<file path="config.mk">
export PLATFORM = sky130hd
export DESIGN_NAME = clock_time_ctrl_flat
export DESIGN_NICKNAME = d
export VERILOG_FILES = /design/src/rtl/clock_time_ctrl_if.sv /design/src/rtl/clock_time_ctrl.sv /design/src/flat_wrapper.sv
export SDC_FILE = /design/constraint.sdc
export NUM_CORES = 1
export LEC_CHECK = 0
export ABC_CLOCK_PERIOD_IN_PS = 3900
export CAP_MARGIN = 25
export CORE_MARGIN = 2
export CORE_UTILIZATION = 40
export DETAILED_ROUTE_END_ITERATION = 8
export PLACE_DENSITY = 0.92
export SLEW_MARGIN = 5
export SYNTH_ARGS = -nofsm -noshare
export SYNTH_HDL_FRONTEND = slang
export SYNTH_SLANG_ARGS = --single-unit
</file>
<file path="constraint.sdc">
create_clock -name CP -period 3.9 [get_ports CP]
set_clock_uncertainty 0.1 [all_clocks]
set_input_delay 0.78 -clock CP [delete_from_list [all_inputs] [get_ports CP]]
set_output_delay 0.78 -clock CP [all_outputs]
set_load 0.03 [all_outputs]
</file>
<file path="src/rtl/clock_time_ctrl_if.sv">
// Signal bundle between the time-of-day mode controller and its surroundings:
// tick/button pulses and BCD counter values in, counter controls and
// display mode/blink out.
interface clock_time_ctrl_if;
    logic       tick;
    logic       mode_btn;
    logic       up_btn;
    logic       dn_btn;
    logic [7:0] sec_q;
    logic [7:0] min_q;
    logic [7:0] hour_q;

    logic       sec_en;
    logic       min_en;
    logic       hour_en;
    logic       sec_dir;
    logic       min_dir;
    logic       hour_dir;
    logic       sec_load;
    logic [7:0] sec_d;
    logic [1:0] mode;
    logic [2:0] blink;

    // Stimulus / environment side
    modport master (
        output tick, mode_btn, up_btn, dn_btn, sec_q, min_q, hour_q,
        input  sec_en, min_en, hour_en, sec_dir, min_dir, hour_dir,
        input  sec_load, sec_d, mode, blink
    );

    // Controller side
    modport slave (
        input  tick, mode_btn, up_btn, dn_btn, sec_q, min_q, hour_q,
        output sec_en, min_en, hour_en, sec_dir, min_dir, hour_dir,
        output sec_load, sec_d, mode, blink
    );
endinterface

</file>
<file path="src/rtl/clock_time_ctrl.sv">
// Mode/sequencing controller for the BCD sec/min/hour counter chain.
// Generates run-mode carries from the 1 Hz tick, lets the user walk the set
// modes hour -> min -> sec, auto-returns to RUN after a quiet timeout, and
// drives the display blink mask.
//
//   state      | meaning
//   -----------+----------------------------------------------------------
//   S_RUN      | clock running, tick advances sec with min/hour carries
//   S_SET_HOUR | clock frozen, up/dn step the hour counter
//   S_SET_MIN  | clock frozen, up/dn step the minute counter
//   S_SET_SEC  | clock frozen, up or dn loads zero seconds
//
// hour_q is part of the counter bundle but no decision depends on it: hour
// wrap is handled by the hour counter itself.
module clock_time_ctrl #(
    parameter int TIMEOUT_TICKS = 10,
    parameter int TO_W          = 4
) (
    input logic              CP,
    input logic              nCLR,
    clock_time_ctrl_if.slave bus
);

    localparam logic [1:0] S_RUN      = 2'b00;
    localparam logic [1:0] S_SET_HOUR = 2'b01;
    localparam logic [1:0] S_SET_MIN  = 2'b10;
    localparam logic [1:0] S_SET_SEC  = 2'b11;

    localparam logic [TO_W-1:0] TO_LAST = TO_W'(TIMEOUT_TICKS - 1);

    logic [1:0]      state, state_nx;
    logic [TO_W-1:0] to_cnt, to_nx;
    logic            phase, phase_nx;

    logic            sec_en_nx, min_en_nx, hour_en_nx, sec_load_nx;
    logic            sec_dir_nx, min_dir_nx, hour_dir_nx;
    logic [2:0]      field, blink_nx;

    logic            sec_wrap, min_wrap, adj_any, adj_one;

    // Exact compares: a non-BCD value never produces a carry.
    assign sec_wrap = (bus.sec_q == 8'h59);
    assign min_wrap = (bus.min_q == 8'h59);
    assign adj_any  = bus.up_btn | bus.dn_btn;
    assign adj_one  = bus.up_btn ^ bus.dn_btn;

    assign bus.mode  = state;
    assign bus.sec_d = 8'h00;

    // Next-state, timeout, blink-phase and counter-control decisions.
    always_comb begin
        state_nx    = state;
        to_nx       = to_cnt;
        phase_nx    = phase;
        sec_en_nx   = 1'b0;
        min_en_nx   = 1'b0;
        hour_en_nx  = 1'b0;
        sec_load_nx = 1'b0;
        sec_dir_nx  = bus.sec_dir;
        min_dir_nx  = bus.min_dir;
        hour_dir_nx = bus.hour_dir;
        field       = 3'b000;

        // The tick is judged on the state it arrives in, so a mode press in
        // the same cycle does not swallow a running second.
        if (state == S_RUN && bus.tick) begin
            sec_en_nx   = 1'b1;
            min_en_nx   = sec_wrap;
            hour_en_nx  = sec_wrap & min_wrap;
            sec_dir_nx  = 1'b1;
            min_dir_nx  = 1'b1;
            hour_dir_nx = 1'b1;
        end

        if (bus.mode_btn) begin
            // Mode press wins over any up/dn in the same cycle.
            state_nx = state + 2'd1;
            to_nx    = '0;
            phase_nx = 1'b0;
        end else if (state == S_RUN) begin
            to_nx    = '0;
            phase_nx = 1'b0;
        end else begin
            if (bus.tick) begin
                phase_nx = ~phase;
            end

            // Any button activity restarts the quiet period, even up+dn.
            if (adj_any) begin
                to_nx = '0;
            end else if (bus.tick) begin
                if (to_cnt == TO_LAST) begin
                    state_nx = S_RUN;
                    to_nx    = '0;
                    phase_nx = 1'b0;
                end else begin
                    to_nx = to_cnt + TO_W'(1);
                end
            end

            // Guarding on the current output keeps a pulse from stretching
            // over two edges if presses arrive back to back.
            if (adj_one) begin
                case (state)
                    S_SET_HOUR: begin
                        if (!bus.hour_en) begin
                            hour_en_nx  = 1'b1;
                            hour_dir_nx = bus.up_btn;
                        end
                    end
                    S_SET_MIN: begin
                        if (!bus.min_en) begin
                            min_en_nx  = 1'b1;
                            min_dir_nx = bus.up_btn;
                        end
                    end
                    S_SET_SEC: begin
                        if (!bus.sec_load) begin
                            sec_load_nx = 1'b1;
                        end
                    end
                    default: ;
                endcase
            end
        end

        case (state_nx)
            S_SET_HOUR: field = 3'b100;
            S_SET_MIN:  field = 3'b010;
            S_SET_SEC:  field = 3'b001;
            default:    field = 3'b000;
        endcase
        blink_nx = phase_nx ? field : 3'b000;
    end

    // State and registered outputs; synchronous reset drops pending pulses.
    always_ff @(posedge CP) begin
        if (!nCLR) begin
            state        <= S_RUN;
            to_cnt       <= '0;
            phase        <= 1'b0;
            bus.sec_en   <= 1'b0;
            bus.min_en   <= 1'b0;
            bus.hour_en  <= 1'b0;
            bus.sec_load <= 1'b0;
            bus.sec_dir  <= 1'b1;
            bus.min_dir  <= 1'b1;
            bus.hour_dir <= 1'b1;
            bus.blink    <= 3'b000;
        end else begin
            state        <= state_nx;
            to_cnt       <= to_nx;
            phase        <= phase_nx;
            bus.sec_en   <= sec_en_nx;
            bus.min_en   <= min_en_nx;
            bus.hour_en  <= hour_en_nx;
            bus.sec_load <= sec_load_nx;
            bus.sec_dir  <= sec_dir_nx;
            bus.min_dir  <= min_dir_nx;
            bus.hour_dir <= hour_dir_nx;
            bus.blink    <= blink_nx;
        end
    end

endmodule

</file>
<file path="src/flat_wrapper.sv">
// flat-port wrapper written by rule: the top's interface ports become plain ports
module clock_time_ctrl_flat 
#(
    parameter int TIMEOUT_TICKS = 10,
    parameter int TO_W          = 4
)
  (CP, nCLR, bus_tick, bus_mode_btn, bus_up_btn, bus_dn_btn, bus_sec_q, bus_min_q, bus_hour_q, bus_sec_en, bus_min_en, bus_hour_en, bus_sec_dir, bus_min_dir, bus_hour_dir, bus_sec_load, bus_sec_d, bus_mode, bus_blink);
  clock_time_ctrl_if bus_i ();
  input logic CP;
  input logic nCLR;
  input wire logic [$bits(bus_i.tick)-1:0] bus_tick;
  input wire logic [$bits(bus_i.mode_btn)-1:0] bus_mode_btn;
  input wire logic [$bits(bus_i.up_btn)-1:0] bus_up_btn;
  input wire logic [$bits(bus_i.dn_btn)-1:0] bus_dn_btn;
  input wire logic [$bits(bus_i.sec_q)-1:0] bus_sec_q;
  input wire logic [$bits(bus_i.min_q)-1:0] bus_min_q;
  input wire logic [$bits(bus_i.hour_q)-1:0] bus_hour_q;
  output wire logic [$bits(bus_i.sec_en)-1:0] bus_sec_en;
  output wire logic [$bits(bus_i.min_en)-1:0] bus_min_en;
  output wire logic [$bits(bus_i.hour_en)-1:0] bus_hour_en;
  output wire logic [$bits(bus_i.sec_dir)-1:0] bus_sec_dir;
  output wire logic [$bits(bus_i.min_dir)-1:0] bus_min_dir;
  output wire logic [$bits(bus_i.hour_dir)-1:0] bus_hour_dir;
  output wire logic [$bits(bus_i.sec_load)-1:0] bus_sec_load;
  output wire logic [$bits(bus_i.sec_d)-1:0] bus_sec_d;
  output wire logic [$bits(bus_i.mode)-1:0] bus_mode;
  output wire logic [$bits(bus_i.blink)-1:0] bus_blink;
  assign bus_i.tick = bus_tick;
  assign bus_i.mode_btn = bus_mode_btn;
  assign bus_i.up_btn = bus_up_btn;
  assign bus_i.dn_btn = bus_dn_btn;
  assign bus_i.sec_q = bus_sec_q;
  assign bus_i.min_q = bus_min_q;
  assign bus_i.hour_q = bus_hour_q;
  assign bus_sec_en = bus_i.sec_en;
  assign bus_min_en = bus_i.min_en;
  assign bus_hour_en = bus_i.hour_en;
  assign bus_sec_dir = bus_i.sec_dir;
  assign bus_min_dir = bus_i.min_dir;
  assign bus_hour_dir = bus_i.hour_dir;
  assign bus_sec_load = bus_i.sec_load;
  assign bus_sec_d = bus_i.sec_d;
  assign bus_mode = bus_i.mode;
  assign bus_blink = bus_i.blink;
  clock_time_ctrl #(.TIMEOUT_TICKS(TIMEOUT_TICKS), .TO_W(TO_W)) u_core (.CP(CP), .nCLR(nCLR), .bus(bus_i));
endmodule
</file>
# Word-level counts from Yosys, hierarchy flattened
# Cells that the tools add are included.
# W data, S select, Z words.
totals:
  inputBits: 30
  reg_bits: 16
  word_cells: 72
  out_inout_bits: 20
op_classes:
  bitwise: 7
  n_addsub: 2
  muxes: 39
  reduce_logical: 5
  n_eq_ne: 9
ops:
  columns: ["cell", "count"]
  rows:
  - ["$mux W1", 32]
  - ["$eq A8 B7 Y1 const B", 2]
  - ["$mux W2", 5]
  - ["$pmux W3 S3", 1]
  - ["$eq A2 B2 Y1 const B", 4]
  - ["$reduce_or A5 Y1", 1]
  - ["$add A4 B1 Y4 const B", 1]
  - ["$eq A2 B1 Y1 const B", 2]
  - ["$eq A4 B4 Y1 const B", 1]
  - ["$mux W4", 1]
  - ["$not A1 Y1", 4]
  - ["$reduce_or A4 Y1", 1]
  - ["$add A2 B1 Y2 const B", 1]
  - ["$logic_not A2 Y1", 1]
  - ["$reduce_and A2 Y1", 1]
  - ["$and A1 B1 Y1", 1]
  - ["$logic_and A1 B1 Y1", 1]
  - ["$or A1 B1 Y1", 1]
  - ["$xor A1 B1 Y1", 1]

# Depth between registers and ports, before layout
depth:
  word_depth: 8
  ltp_mapped: 5
  depth_no_buf: 5

# Worst setup path before layout
# OpenSTA, ideal clock, no wires.
synth_timing:
  path_type: "input to register"
  startpoint: "input bus_dn_btn"
  endpoint: "register u_core.bus.hour_dir"
  stages: 5
  required_ps: 3669
  setup_slack_ps: 2106
  n_path_buf: 0
  setup_time_ps: 131
  t_arrival_ps: 1563
  path_cell_list: "inv_1 ha_1 nor3b_4 a221oi_1 o21ai_1"
synth_via:
  elab_chain_len: 4
synth_rtl:
  columns: ["element", "line", "text"]
  rows:
  - ["start: declaration", "flat_wrapper.sv:14", "input wire logic [$bits(bus_i.dn_btn)-1:0] bus_dn_btn;"]
  - ["$xor A1 B1 Y1", "clock_time_ctrl.sv:45", "assign adj_one = bus.up_btn ^ bus.dn_btn;"]
  - ["$mux W1", "clock_time_ctrl.sv:103", "if (adj_one) begin"]
  - ["$mux W1", "clock_time_ctrl.sv:80", "end else if (state == S_RUN) begin"]
  - ["$mux W1", "clock_time_ctrl.sv:75", "if (bus.mode_btn) begin"]
  - ["end signal: assignment", "clock_time_ctrl.sv:160", "bus.hour_dir <= hour_dir_nx;"]
  - ["end: declaration", "clock_time_ctrl_if.sv:34", "output sec_en, min_en, hour_en, sec_dir, min_dir, hour_dir,"]
# Every way passes these cells.
# A chain may end at the register's enable or synchronous reset.

# Worst setup path in the final report
layout_timing:
  startpoint: "register u_core.state[0] (netlist: u_core.bus.mode[0])"
  endpoint: "output bus_mode[0]"
layout_rtl:
  columns: ["element", "line", "text"]
  rows:
  - ["start: declaration", "clock_time_ctrl.sv:31", "logic [1:0] state, state_nx;"]
  - ["start signal: assignment", "clock_time_ctrl.sv:151", "state <= state_nx;"]
  - ["end: declaration", "flat_wrapper.sv:26", "output wire logic [$bits(bus_i.mode)-1:0] bus_mode;"]
# No word-level cell between the ends.

==> summary.txt <==
Power
  • Logic pwr share: 0.221
  • Clk network pwr share: 0.305
  • Total power: 0.3600 mW
  • Pint: 0.2607 mW
  • Sw Ratio: 0.2758
  • Maximum VDD drop: 151.7 µV
  • Seq pwr share: 0.474
  • Leak pwr: 0.4798 nW
  • Pwr dens: 292.1 nW/µm²
  • Switching power total: 0.09928 mW

Floorplanning
  • Die extent in y: 51.36 µm
  • Ports: 50
  • DIE WIDTH: 51.36 µm
  • Row Count: 17
  • Initial Util: 0.4135
  • Core area: 2170 µm²
  • Die ar.: 2637 µm²

Synthesis
  • Yosys top cell area share: 0.3570
  • Sequential area share after synthesis: 0.3570
  • Async SR Flop Fraction: 0
  • Post-synth EDFFs: 0
  • Dominant cell type by area after synthesis: dfxtp_1
  • Most frequent cell after synthesis: dfxtp_1
  • Synth warn: 0
  • Yosys reg bits: 16
  • Cell variety after synth: 36
  • Synth top area cells: dfxtp_1, buf_4, ha_1, nor2b_1, nor4bb_1
  • Syn Inst Count: 99
  • Syn avg cell area: 9.062 µm²
  • Post-synth top flop: dfxtp_1
  • Mapped Area: 897.1 µm²
  • List of most frequent post-synthesis cells: dfxtp_1, buf_4, inv_1, nor2b_1

Place
  • GP Congestion: 0.7206
  • I/O Buffers: 32
  • Placed cell count: 155
  • Detailed placement HPWL: 1.537 mm
  • Post-place setup slack: 1.527 ns
  • Placed cell area: 1196 µm²

GRT
  • Tot GR Track Use: 0.1661
  • Global-route wire length before repair: 3.270 mm
  • Total grt overflow: 0
  • Vias in the first global route: 798
  • Largest net degree at the start of global routing: 13
  • Initial antenna violation count: 0

STA
  • Max Clock Freq: 0.4200 GHz
  • Final Cycle Share: 0.6105
  • Hold WS: 0.3388 ns
  • Endpoints failing setup: 0
  • Min Tclk post-route: 2.381 ns
  • RSZ-0062 raised after global routing: false
  • Setup_tns: 0 ns
  • Post-route setup slack: 1.519 ns
  • Final Slew Violations: 0
  • Fin. Hold Viols: 0

Worst setup path
  • Slowest cell on the critical path: clkdlybuf4s50_1
  • WP depth: 1
  • Crit start category: flip-flop
  • Type of the worst setup path: flip-flop to primary output
  • CP Max Fanout: 8
  • Crit. End Element: primary output
  • Top Family by Delay on Critical Path: buffers and inverters
  • Cell Chain, Critical Path: clkdlybuf4s50_1
  • WP buf/inv: 1
  • R2r startpoint: u_core.bus.mode[0]
  • Crit path largest cell delay: 0.73 ns
  • Setup crit end: bus_mode[0]
  • Origin of the worst setup path: u_core.bus.mode[0]
  • FF-to-FF path depth: 5
  • Worst R2R Setup Slack: 2.13 ns
  • Worst EP arrival: 1.50 ns
  • Critical Path RT: 3.02 ns
  • End of the worst register-to-register path: u_core.bus.hour_dir

Route
  • Via count: 786
  • Pre-Repair DR Iteration Count: 4
  • Post-route ant nets: 0
  • Final wirelength: 2.016 mm
  • Iter 0 DRT Violations: 13
  • Routed len/inst: 12.68 µm
  • Via/cell ratio: 4.943
  • DR DRC count: 0

Run
  • MaxCap Viol Count: 0

Clock network
  • Post-CTS Setup Bufs: 0
  • Hold buffer count at CTS: 0
  • Total CTS buffers: 3
  • Root buf cell: clkbuf_4
  • Clock Tree Buf Depth: 2
  • TritonCTS clock tree: done
  • CTS resizes: 0
  • Reg clk slew, reported paths: 0.09 ns
  • Clock net sink count: 16
  • H-tree depth: 1
  • Clock Latency Late Sink: 0.29 ns

Layout
  • Diode count: 0
  • Final Instance Area: 1232 µm²
  • Layout fillers: 198
  • Layout cells sized above 1: 0.08397
  • Post-route insts no fill: 159
  • Layout area overhead: 37.38%
  • Final nets: 167
  • Final core occ: 0.5681

Min path
  • Min-delay worst type: flip-flop to flip-flop
  • Hold_sp: u_core.bus.sec_load

Status
  • Status: complete, no violations
==> kinds of logic after synthesis <==
family / Yosys count / synth area share
flops: 16 / 0.3570
simple gates: 40 / 0.2999
xor+xnor: 3 / 0.02929
other cells: 2 / 0.008371
fa+ha+maj: 5 / 0.06974
compound gates: 16 / 0.1185
buf+inv: 17 / 0.1171
==> how the worst min path moves through the flow <==
| stage | cells past startpoint | slack [ns] | endpoint |
|---|---|---|---|
| 2_1_floorplan | 2 | 0.37 | u_core.to_cnt[3] |
| 3_3_place_gp | 1 | 0.32 | u_core.bus.sec_load |
| 3_5_place_dp | 1 | 0.31 | u_core.bus.sec_load |
| 4_1_cts | 1 | 0.34 | u_core.bus.sec_load |
| 5_1_grt | 1 | 0.37 | u_core.bus.sec_load |
| 6_report | 1 | 0.34 | u_core.bus.sec_load |
==> worst reg2reg max path: cells and delay by family (launching register included) <==
family          cells  cell delay, ns
fa+ha+maj           1            0.34
flops               1            0.48
compound gates      1            0.08
buf+inv             1            0.11
simple gates        2            0.54
==> registers in the layout, indices dropped and copies added, names as in the netlist <==
name,cells
u_core.phase,1
u_core.bus.blink,3
u_core.bus.sec_en,1
u_core.to_cnt,4
u_core.bus.sec_load,1
u_core.bus.hour_dir,1
u_core.bus.hour_en,1
u_core.bus.min_dir,1
u_core.bus.mode,2
u_core.bus.min_en,1
==> power groups by stage <==
stage               Combinational (mW)  Sequential (mW)  Clock, mW
finish                          0.0794            0.171      0.110
global route                    0.0847            0.171      0.118
CTS                             0.0788            0.171      0.113
detailed placement              0.0785            0.174          0
global placement                0.0760            0.174          0
floorplan                       0.0472            0.180          0
==> cell usage in the layout, fill, tap and decap left out, drive strengths merged <==
cell type	n
nand3	4
nand2	6
and4b	1
ha	5
o21ai	7
nor3	1
nor3b	4
nand4b	1
clkbuf	4
nand2b	1
dfxtp	16
nor2b	6
clkdlybuf4s50	32
nand4	2
a221oi	2
and3	3
conb	9
a21boi	1
xor2	2
inv	6
nor4bb	3
xnor2	1
o211ai	1
or3	2
nand4bb	1
nand3b	1
a21oi	3
a22oi	2
nor2	4
==> metal layers <==
metal | vias to the layer above | global-route usage | part of all wire | routed length [µm]
li1 | 391 | - | - | -
met1 | 372 | 0.1738 | 0.42 | 845
met2 | 19 | 0.3182 | 0.53 | 1068
met3 | 4 | 0.01754 | 0.034 | 68
met4 | 0 | 0.09211 | 0.017 | 34
met5 | - | 0 | 0 | 0
==> area by class of cell <==
type,instances,area [µm²],area share
tap,28,35.03,0.02843
multi-input combinational,73,498.0,0.4041
sequential,16,320.3,0.2599
timing repair buffer,32,320.3,0.2599
inverter,6,22.52,0.01827
clock buffer,4,36.28,0.02944
(Power assumes the default switching activity.)
